File: src/rtl/bg_scroll_ctrl.sv
// Background scroll controller: moves a VIS_W x VIS_H window over a BG_W x BG_H
// bitmap once per frame tick, freezes after a collision, then recenters.
// Optional feature macro: BG_SCROLL_DIAG_EN (diagonal / multi-bit direction).
module bg_scroll_ctrl #(
    parameter int unsigned BG_W          = 960,
    parameter int unsigned BG_H          = 720,
    parameter int unsigned VIS_W         = 640,
    parameter int unsigned VIS_H         = 480,
    parameter int unsigned STEP          = 1,
    parameter int unsigned FREEZE_FRAMES = 60
) (
    input  logic       vga_clk,
    input  logic       reset_n,
    input  logic       frame_clk,
    input  logic [3:0] direction,
    input  logic       collided,
    output logic [9:0] x_offset,
    output logic [9:0] y_offset,
    output logic       frozen,
    output logic       offset_upd
);

    localparam logic [10:0] XMAX   = 11'(BG_W - VIS_W);
    localparam logic [10:0] YMAX   = 11'(BG_H - VIS_H);
    localparam logic [9:0]  XCTR   = 10'((BG_W - VIS_W) / 2);
    localparam logic [9:0]  YCTR   = 10'((BG_H - VIS_H) / 2);
    localparam logic [10:0] STEP11 = 11'(STEP);
    localparam logic [7:0]  FRZ    = 8'(FREEZE_FRAMES);

    typedef enum logic [1:0] {StRun, StFreeze, StRecenter} state_t;

    state_t      state_q, state_d;
    logic [7:0]  cnt_q, cnt_d;
    logic [9:0]  x_q, x_d, y_q, y_d;
    logic        upd_q, upd_d;
    logic        sync1_q, sync2_q, edge_q;
    logic        tick;
    logic        mv_up, mv_dn, mv_rt, mv_lf;
    logic [10:0] x_new, y_new;

    // One axis step with clamping to [0, maxv]; 11 bits so the add never wraps.
    function automatic logic [10:0] step_axis(input logic [10:0] cur, input logic inc,
                                              input logic dec, input logic [10:0] maxv);
        logic [10:0] sum;
        sum = cur + STEP11;
        if (inc) begin
            return (sum > maxv) ? maxv : sum;
        end else if (dec) begin
            return (cur < STEP11) ? 11'd0 : cur - STEP11;
        end
        return cur;
    endfunction

    // Two-flop synchronizer plus edge flop for the asynchronous frame tick.
    always_ff @(posedge vga_clk) begin
        if (!reset_n) begin
            sync1_q <= 1'b0;
            sync2_q <= 1'b0;
            edge_q  <= 1'b0;
        end else begin
            sync1_q <= frame_clk;
            sync2_q <= sync1_q;
            edge_q  <= sync2_q;
        end
    end

    assign tick = sync2_q & ~edge_q;

    // Direction decode into per-axis move requests.
    always_comb begin
`ifdef BG_SCROLL_DIAG_EN
        // Each bit acts independently; opposing bits cancel on their axis.
        mv_up = direction[3] & ~direction[2];
        mv_dn = direction[2] & ~direction[3];
        mv_rt = direction[1] & ~direction[0];
        mv_lf = direction[0] & ~direction[1];
`else
        // Only a single set bit moves; anything else is treated as idle.
        mv_up = direction[3] & $onehot(direction);
        mv_dn = direction[2] & $onehot(direction);
        mv_rt = direction[1] & $onehot(direction);
        mv_lf = direction[0] & $onehot(direction);
`endif
    end

    assign x_new = step_axis({1'b0, x_q}, mv_rt, mv_lf, XMAX);
    assign y_new = step_axis({1'b0, y_q}, mv_dn, mv_up, YMAX);

    // Next-state and next-offset logic.
    always_comb begin
        state_d = state_q;
        cnt_d   = cnt_q;
        x_d     = x_q;
        y_d     = y_q;
        upd_d   = 1'b0;
        unique case (state_q)
            StRun: begin
                if (collided) begin
                    // Movement of a coincident tick is discarded.
                    state_d = StFreeze;
                    cnt_d   = FRZ;
                end else if (tick) begin
                    x_d   = x_new[9:0];
                    y_d   = y_new[9:0];
                    upd_d = (x_new[9:0] != x_q) || (y_new[9:0] != y_q);
                end
            end
            StFreeze: begin
                if (tick) begin
                    cnt_d = cnt_q - 8'd1;
                    if (cnt_q <= 8'd1) begin
                        cnt_d   = 8'd0;
                        state_d = StRecenter;
                    end
                end
            end
            StRecenter: begin
                // A still-high collided is picked up by RUN on the following cycle.
                if (tick) begin
                    x_d     = XCTR;
                    y_d     = YCTR;
                    upd_d   = 1'b1;
                    state_d = StRun;
                end
            end
            default: state_d = StRun;
        endcase
    end

    // State, counter and offset registers.
    always_ff @(posedge vga_clk) begin
        if (!reset_n) begin
            state_q <= StRun;
            cnt_q   <= 8'd0;
            x_q     <= 10'd0;
            y_q     <= 10'd0;
            upd_q   <= 1'b0;
        end else begin
            state_q <= state_d;
            cnt_q   <= cnt_d;
            x_q     <= x_d;
            y_q     <= y_d;
            upd_q   <= upd_d;
        end
    end

    assign x_offset   = x_q;
    assign y_offset   = y_q;
    assign offset_upd = upd_q;
    assign frozen     = (state_q == StFreeze);

endmodule

File: config.mk
export PLATFORM = sky130hd
export DESIGN_NAME = bg_scroll_ctrl
export DESIGN_NICKNAME = d
export VERILOG_FILES = /design/src/rtl/bg_scroll_ctrl.sv
export SDC_FILE = /design/constraint.sdc
export NUM_CORES = 1
export LEC_CHECK = 0
export BUFFER_PORTS_ARGS = -buffer_cell sky130_fd_sc_hd__buf_2
export CORE_MARGIN = 2
export CORE_UTILIZATION = 46
export DETAILED_ROUTE_END_ITERATION = 10
export GPL_TIMING_DRIVEN = 0
export PLACE_DENSITY_LB_ADDON = 0.25
export SETUP_SLACK_MARGIN = 0.1
export SYNTH_ARGS = -nofsm -noshare
export SYNTH_HDL_FRONTEND = slang
export SYNTH_SLANG_ARGS = --single-unit
File: constraint.sdc
create_clock -name vga_clk -period 11.16 [get_ports vga_clk]
set_clock_uncertainty 0.15 [all_clocks]
set_input_delay 1.674 -clock vga_clk [delete_from_list [all_inputs] [get_ports vga_clk]]
set_output_delay 1.674 -clock vga_clk [all_outputs]
set_load 0.05 [all_outputs]
## Word-level counts from Yosys, hierarchy flattened

Cells that the tools add are included.

| word-level totals | value |
|---|---|
| register bits after elaboration | 34 |
| word-level logic and storage cells | 80 |

| cells by class | value |
|---|---|
| add/subtract/negate cells | 8 |
| order comparisons | 5 |
| equal/unequal tests | 11 |
| multiplexer cells | 35 |
| bitwise logic cells | 6 |
| reductions and logical operators | 7 |

Operators with widths:

| kind | number |
|---|---|
| 2-to-1 mux 10 bit | 16 |
| one-hot mux 10 bit (2 select lines) | 2 |
| 2-to-1 mux 8 bit | 3 |
| adder 10 x 1 -> 11 bit, second input constant | 2 |
| < comparator 10 x 1 -> 1 bit, second input constant | 2 |
| inequality test 10 bit | 2 |
| subtractor 10 x 1 -> 10 bit, second input constant | 2 |
| one-hot mux 8 bit (2 select lines) | 1 |
| greater-than comparator 11 x 8 -> 1 bit, second input constant | 1 |
| greater-than comparator 11 x 9 -> 1 bit, second input constant | 1 |
| <= comparator 8 x 1 -> 1 bit, second input constant | 1 |
| 2-to-1 mux 2 bit | 4 |
| inequality test 2 bit, second input constant | 4 |
| AND reduction 4 bit | 2 |
| subtractor 8 x 1 -> 8 bit, second input constant | 1 |
| 2-to-1 mux 1 bit | 7 |
| one-hot mux 2 bit (3 select lines) | 1 |
| AND 1 bit | 5 |
| adder 1 x 1 -> 2 bit | 2 |
| inequality test 2 x 1 -> 1 bit, second input constant | 2 |
| nonzero test 2 bit | 2 |
| adder 2 x 2 -> 3 bit | 1 |
| == test 3 x 1 -> 1 bit, second input constant | 1 |
| AND reduction 3 bit | 1 |
| other kinds (6) | 6 |

## Logic depth before layout (Yosys ltp)

| depth | value |
|---|---|
| depth after elaboration | 12 |
| gate-level depth with buffers | 16 |

## Worst setup path after synthesis

Ideal clock, no wire load.

| timing path | value |
|---|---|
| path kind | input to register |
| start point | input port direction[0] |
| end point | register upd_q (netlist: offset_upd) |
| data arrival time | 4.591 ns |
| data required time | 10.883 ns |
| setup slack | 6.292 ns |
| stages | 14 |
| cell sequence | inv_1 > fa_1 > inv_1 > ha_1 > ha_1 > nor3b_4 > o21ai_1 > or3_1 > o211ai_1 > nand3_1 > nor4_1 > nand4_1 > nor3_1 > a31oi_1 |

| between the ends | value |
|---|---|
| word-level cells in the longest chain between the ends | 12 |
| elaborated cells between the ends (all ways) | 21 |
| classes of those cells | add/sub: 2; eq/ne: 3; mux: 11; bitwise: 4; reduce/logical: 1 |

RTL lines:

| what | RTL line | text |
|---|---|---|
| from (decl) | 15 | `input logic [3:0] direction,` |
| adder 1 x 1 -> 2 bit (implied by the code) | - |  |
| adder 2 x 2 -> 3 bit (implied by the code) | - |  |
| == test 3 x 1 -> 1 bit | - |  |
| AND 1 bit, on equally long branches | 82, 79 |  |
| 2-to-1 mux 1 bit | 48 | `end else if (dec) begin` |
| 2-to-1 mux 1 bit | 46 | `if (inc) begin` |
| 2-to-1 mux 10 bit | 51 | `return cur;` |
| inequality test 10 bit | 105 | `upd_d = (x_new[9:0] != x_q) \|\| (y_new[9:0] != y_q);` |
| logical OR 1 bit * | 105 |  |
| 2-to-1 mux 1 bit * | 102 | `end else if (tick) begin` |
| 2-to-1 mux 1 bit * | 98 | `if (collided) begin` |
| one-hot mux 1 bit (2 select lines) * | 96 | `unique case (state_q)` |
| to (signal assigned) | 143 | `upd_q <= upd_d;` |
| to (decl) | 35 | `logic upd_q, upd_d;` |

Mark *: on every way between the ends. The rest lies on a longest branch, timed or not.
A chain may end at the register's enable or synchronous reset.

## Worst setup path in the final report

| timing path | value |
|---|---|
| start point | input port direction[1] |
| end point | register upd_q (netlist: offset_upd) |

Same word-level chain as after synthesis.

==> results.ini <==
[timing]
rsz0062_at_grt = false
worstMarginPinSlew_ns = 0.6911
period_needed_ns = 5.287
drv_slew = 0
finalSetupViolCount = 0
relSlewSlack_pct = 53.50
period_share_pct = 47.38
fin_tns_setup_ns = 0
fmax_mhz = 189.1
fin_ws_ns = 5.873
hold_viol = 0

[synth]
synth-seq-cells = 34
yosysWarnings = 0
synth_flop_cell = dfxtp_1
ys_types = 74
synth.yosys.seq_area_share_pct = 21.43
synth_fp_nets = 457
syn_inst = 440
async_flop_share_pct = 0
synth-edff-count = 0
avgSynthCellArea_um2 = 7.220
syn-cell-area_um2 = 3177

[clock_network]
clkLatencyLatePin_ns = 0.30
postCtsHoldBufs = 0
clock-root-buffer = clkbuf_8
path_clk_slew_ns = 0.08
cts_tree = built
cts_resized = 0
clkSinkCount = 34
htreeDepth = 2
numCtsBuffers = 5
clock_path_buffers = 2
post_cts_buffers = 0

[die]
die_h_um = 87.10
start_util_pct = 47.02
fp.dieW_um = 87.10
rows = 30
coreArea_um2 = 6756
fp.dieArea_um2 = 7586
ios = 30

[worst_setup_path]
cp_data_required_time_ns = 11.16
critPathMaxFanout = 10
crit_type = primary input to flip-flop
cpLargestDelayFamily = simple AND/OR/NAND/NOR gates
start_kind = primary input
path_buf_inv = 3
crit_slowest_cell = or3_1
crit_arrival_ns = 5.29
cp-end-kind = flip-flop
slowest_delay_ns = 0.55
path_cells = buf_2 > inv_1 > fa_1 > inv_1 > ha_1 > ha_1 > nor3b_4 > o21ai_1 > or3_1 > o211ai_1 > nand3_1 > nor4_1 > nand4_1 > nor3_1 > a31oi_1

[power_and_ir_drop]
peakVddDrop_v = 0.00007756
powerDensity_nw_per_um2 = 103.2
power_mw = 0.3687
leakagePower_nw = 1.380

[global_routing]
met1_usage_pct = 38.22
grt_max_degree = 13
grt_pass1_wl_mm = 16.04
grt_util_all_layers_pct = 26.60
antenna_found_initial = 0
grt_util_met2_pct = 41.29
grt_overflow = 0
use_met3_pct = 3.507
grt_pass1_vias = 3186
busiest_layer = met2

[layout]
n_antenna_cell = 0
fin_area_um2 = 3573
instances_no_fill = 558
area.growth.synth_to_final_pct = 12.49
num-fill-cells = 681
nNetsFinal = 494
drive_above_1_share_pct = 15.06

[worst_hold_path]
holdCritPathClass = flip-flop to flip-flop

[detailed_routing]
drt-total-wl_mm = 9.894
ant_nets = 0
firstDrtPassIters = 7
post_drt_via_cell_ratio = 6.505
drc_errors = 0
vias = 3630
dr.first_iter.drc_count = 382
wl_per_cell_um = 17.73

[place]
dp_slack_ns = 5.626
hpwl_mm = 7.244
gp_routability_congestion = 1.010
portBuffers = 29
dp_cells = 550
place_area_um2 = 3436

[status]
outcome = completed

[flow_run]
maxCapViolations = 0

==> Yosys cell counts (4+ instances only) <==
| library cell | n | area share (%) |
|---|---|---|
| or3_1 | 5 | 0.98 |
| nand3_1 | 14 | 2.2 |
| nand4_1 | 7 | 1.4 |
| buf_6 | 4 | 1.4 |
| nor2_1 | 37 | 4.4 |
| o21ai_1 | 5 | 0.79 |
| nor2b_1 | 8 | 1.6 |
| a21oi_1 | 37 | 5.8 |
| o21ai_0 | 43 | 6.8 |
| nand2b_1 | 7 | 1.4 |
| o22ai_1 | 5 | 0.98 |
| and3_1 | 6 | 1.2 |
| nor3_1 | 18 | 2.8 |
| a31oi_1 | 5 | 0.98 |
| and2_1 | 16 | 3.2 |
| ha_1 | 8 | 3.2 |
| a21boi_0 | 4 | 0.95 |
| nor4_1 | 6 | 1.2 |
| inv_1 | 21 | 2.5 |
| xnor2_1 | 7 | 1.9 |
| nand3b_1 | 6 | 1.4 |
| mux2i_1 | 4 | 1.3 |
| dfxtp_1 | 34 | 21 |
| clkbuf_1 | 17 | 2.0 |
| buf_2 | 4 | 0.63 |
| o211ai_1 | 8 | 1.9 |
| nand2_1 | 30 | 3.5 |
==> stage by stage <==
stage	util, %	hold slack, ns
floorplan	-	0.2619
global route	52.89	0.3052
global placement	50.65	0.2645
detailed placement	50.85	0.2788
finish	52.89	0.2955
CTS	52.89	0.3014
==> kinds of logic (layout without fill, tap and decap cells) <==
group	after synthesis	after routing	share of synthesized area (%)
AND/OR/NAND/NOR	181	181	31.43
AO/OA/AOI/OAI	153	153	31.82
buffers and inverters	48	86	7.011
flip-flops	34	34	21.43
adder cells (fa/ha/maj)	9	9	3.781
XOR/XNOR	8	8	2.206
multiplexers	7	7	2.324
==> worst register-to-register path, stage by stage, from the launching register on <==
cell and delay, ns:
dfxtp_1 0.37, clkbuf_1 0.39, inv_1 0.12, ha_1 0.27, or3b_1 0.17, clkbuf_1 0.36
nor2_4 0.11, a21o_1 0.20, buf_4 0.17, o211ai_1 0.25, o21ai_1 0.09, a2111oi_0 0.38
nand4_1 0.14, nor3_1 0.27, a31oi_1 0.15
==> cell usage in the layout (no fill, tap or decap), types with 4 or more instances in the layout <==
cell,count
nor3_1,18
buf_2,33
a21boi_0,4
a31oi_1,5
mux2i_1,4
dfxtp_1,34
ha_1,8
nand2_1,30
o21ai_0,43
o21ai_1,5
clkbuf_1,17
a21oi_1,37
buf_6,4
or3_1,5
nand2b_1,7
and2_1,16
clkbuf_8,5
o22ai_1,5
nor2b_1,8
nor4_1,5
inv_1,21
nand4_1,7
nand3_1,14
and3_1,6
xnor2_1,7
o211ai_1,8
nor2_1,37
nand3b_1,6
==> report_power, final <==
part | internal (mW) | switching [mW]
clock | 0.0896 | 0.0522
sequential | 0.125 | 0.00351
combinational | 0.0339 | 0.0648
==> worst paths after layout <==
check | start | endpoint | slack, ns | depth (start not counted)
max | direction[1] | offset_upd$_SDFF_PN0_ | 5.87 | 15
min | sync1_q$_SDFF_PN0_ | sync2_q$_SDFF_PN0_ | 0.30 | 1
max reg2reg | y_offset[0]$_SDFFE_PN0P_ | offset_upd$_SDFF_PN0_ | 7.43 | 14
min reg2reg | sync1_q$_SDFF_PN0_ | sync2_q$_SDFF_PN0_ | 0.30 | 1
==> state kept, by name, summed over array words and instances, names as in the netlist <==
| signal | flops |
|---|---|
| edge_q | 1 |
| cnt_q | 8 |
| y_offset | 10 |
| sync1_q | 1 |
| x_offset | 10 |
| offset_upd | 1 |
| state_q | 2 |
| sync2_q | 1 |
==> per-layer routing <==
metal,up-vias,wire (µm)
met5,-,0
met4,0,194
met3,23,858
met2,212,4403
met1,1688,4437
li1,1707,-
==> area by class of cell <==
| type | count | area (µm²) | share of cell area [%] |
|---|---|---|---|
| Timing Repair Buffer | 30 | 152.6 | 4.272 |
| Tap cell | 80 | 100.1 | 2.801 |
| Inverter | 21 | 78.83 | 2.206 |
| Sequential cell | 34 | 680.7 | 19.05 |
| Buffer | 27 | 143.9 | 4.027 |
| Clock buffer | 5 | 68.82 | 1.926 |
| Clock inverter | 3 | 68.82 | 1.926 |
| Multi-Input combinational cell | 358 | 2280 | 63.80 |
Note: power is estimated with default switching activity, not from simulation.
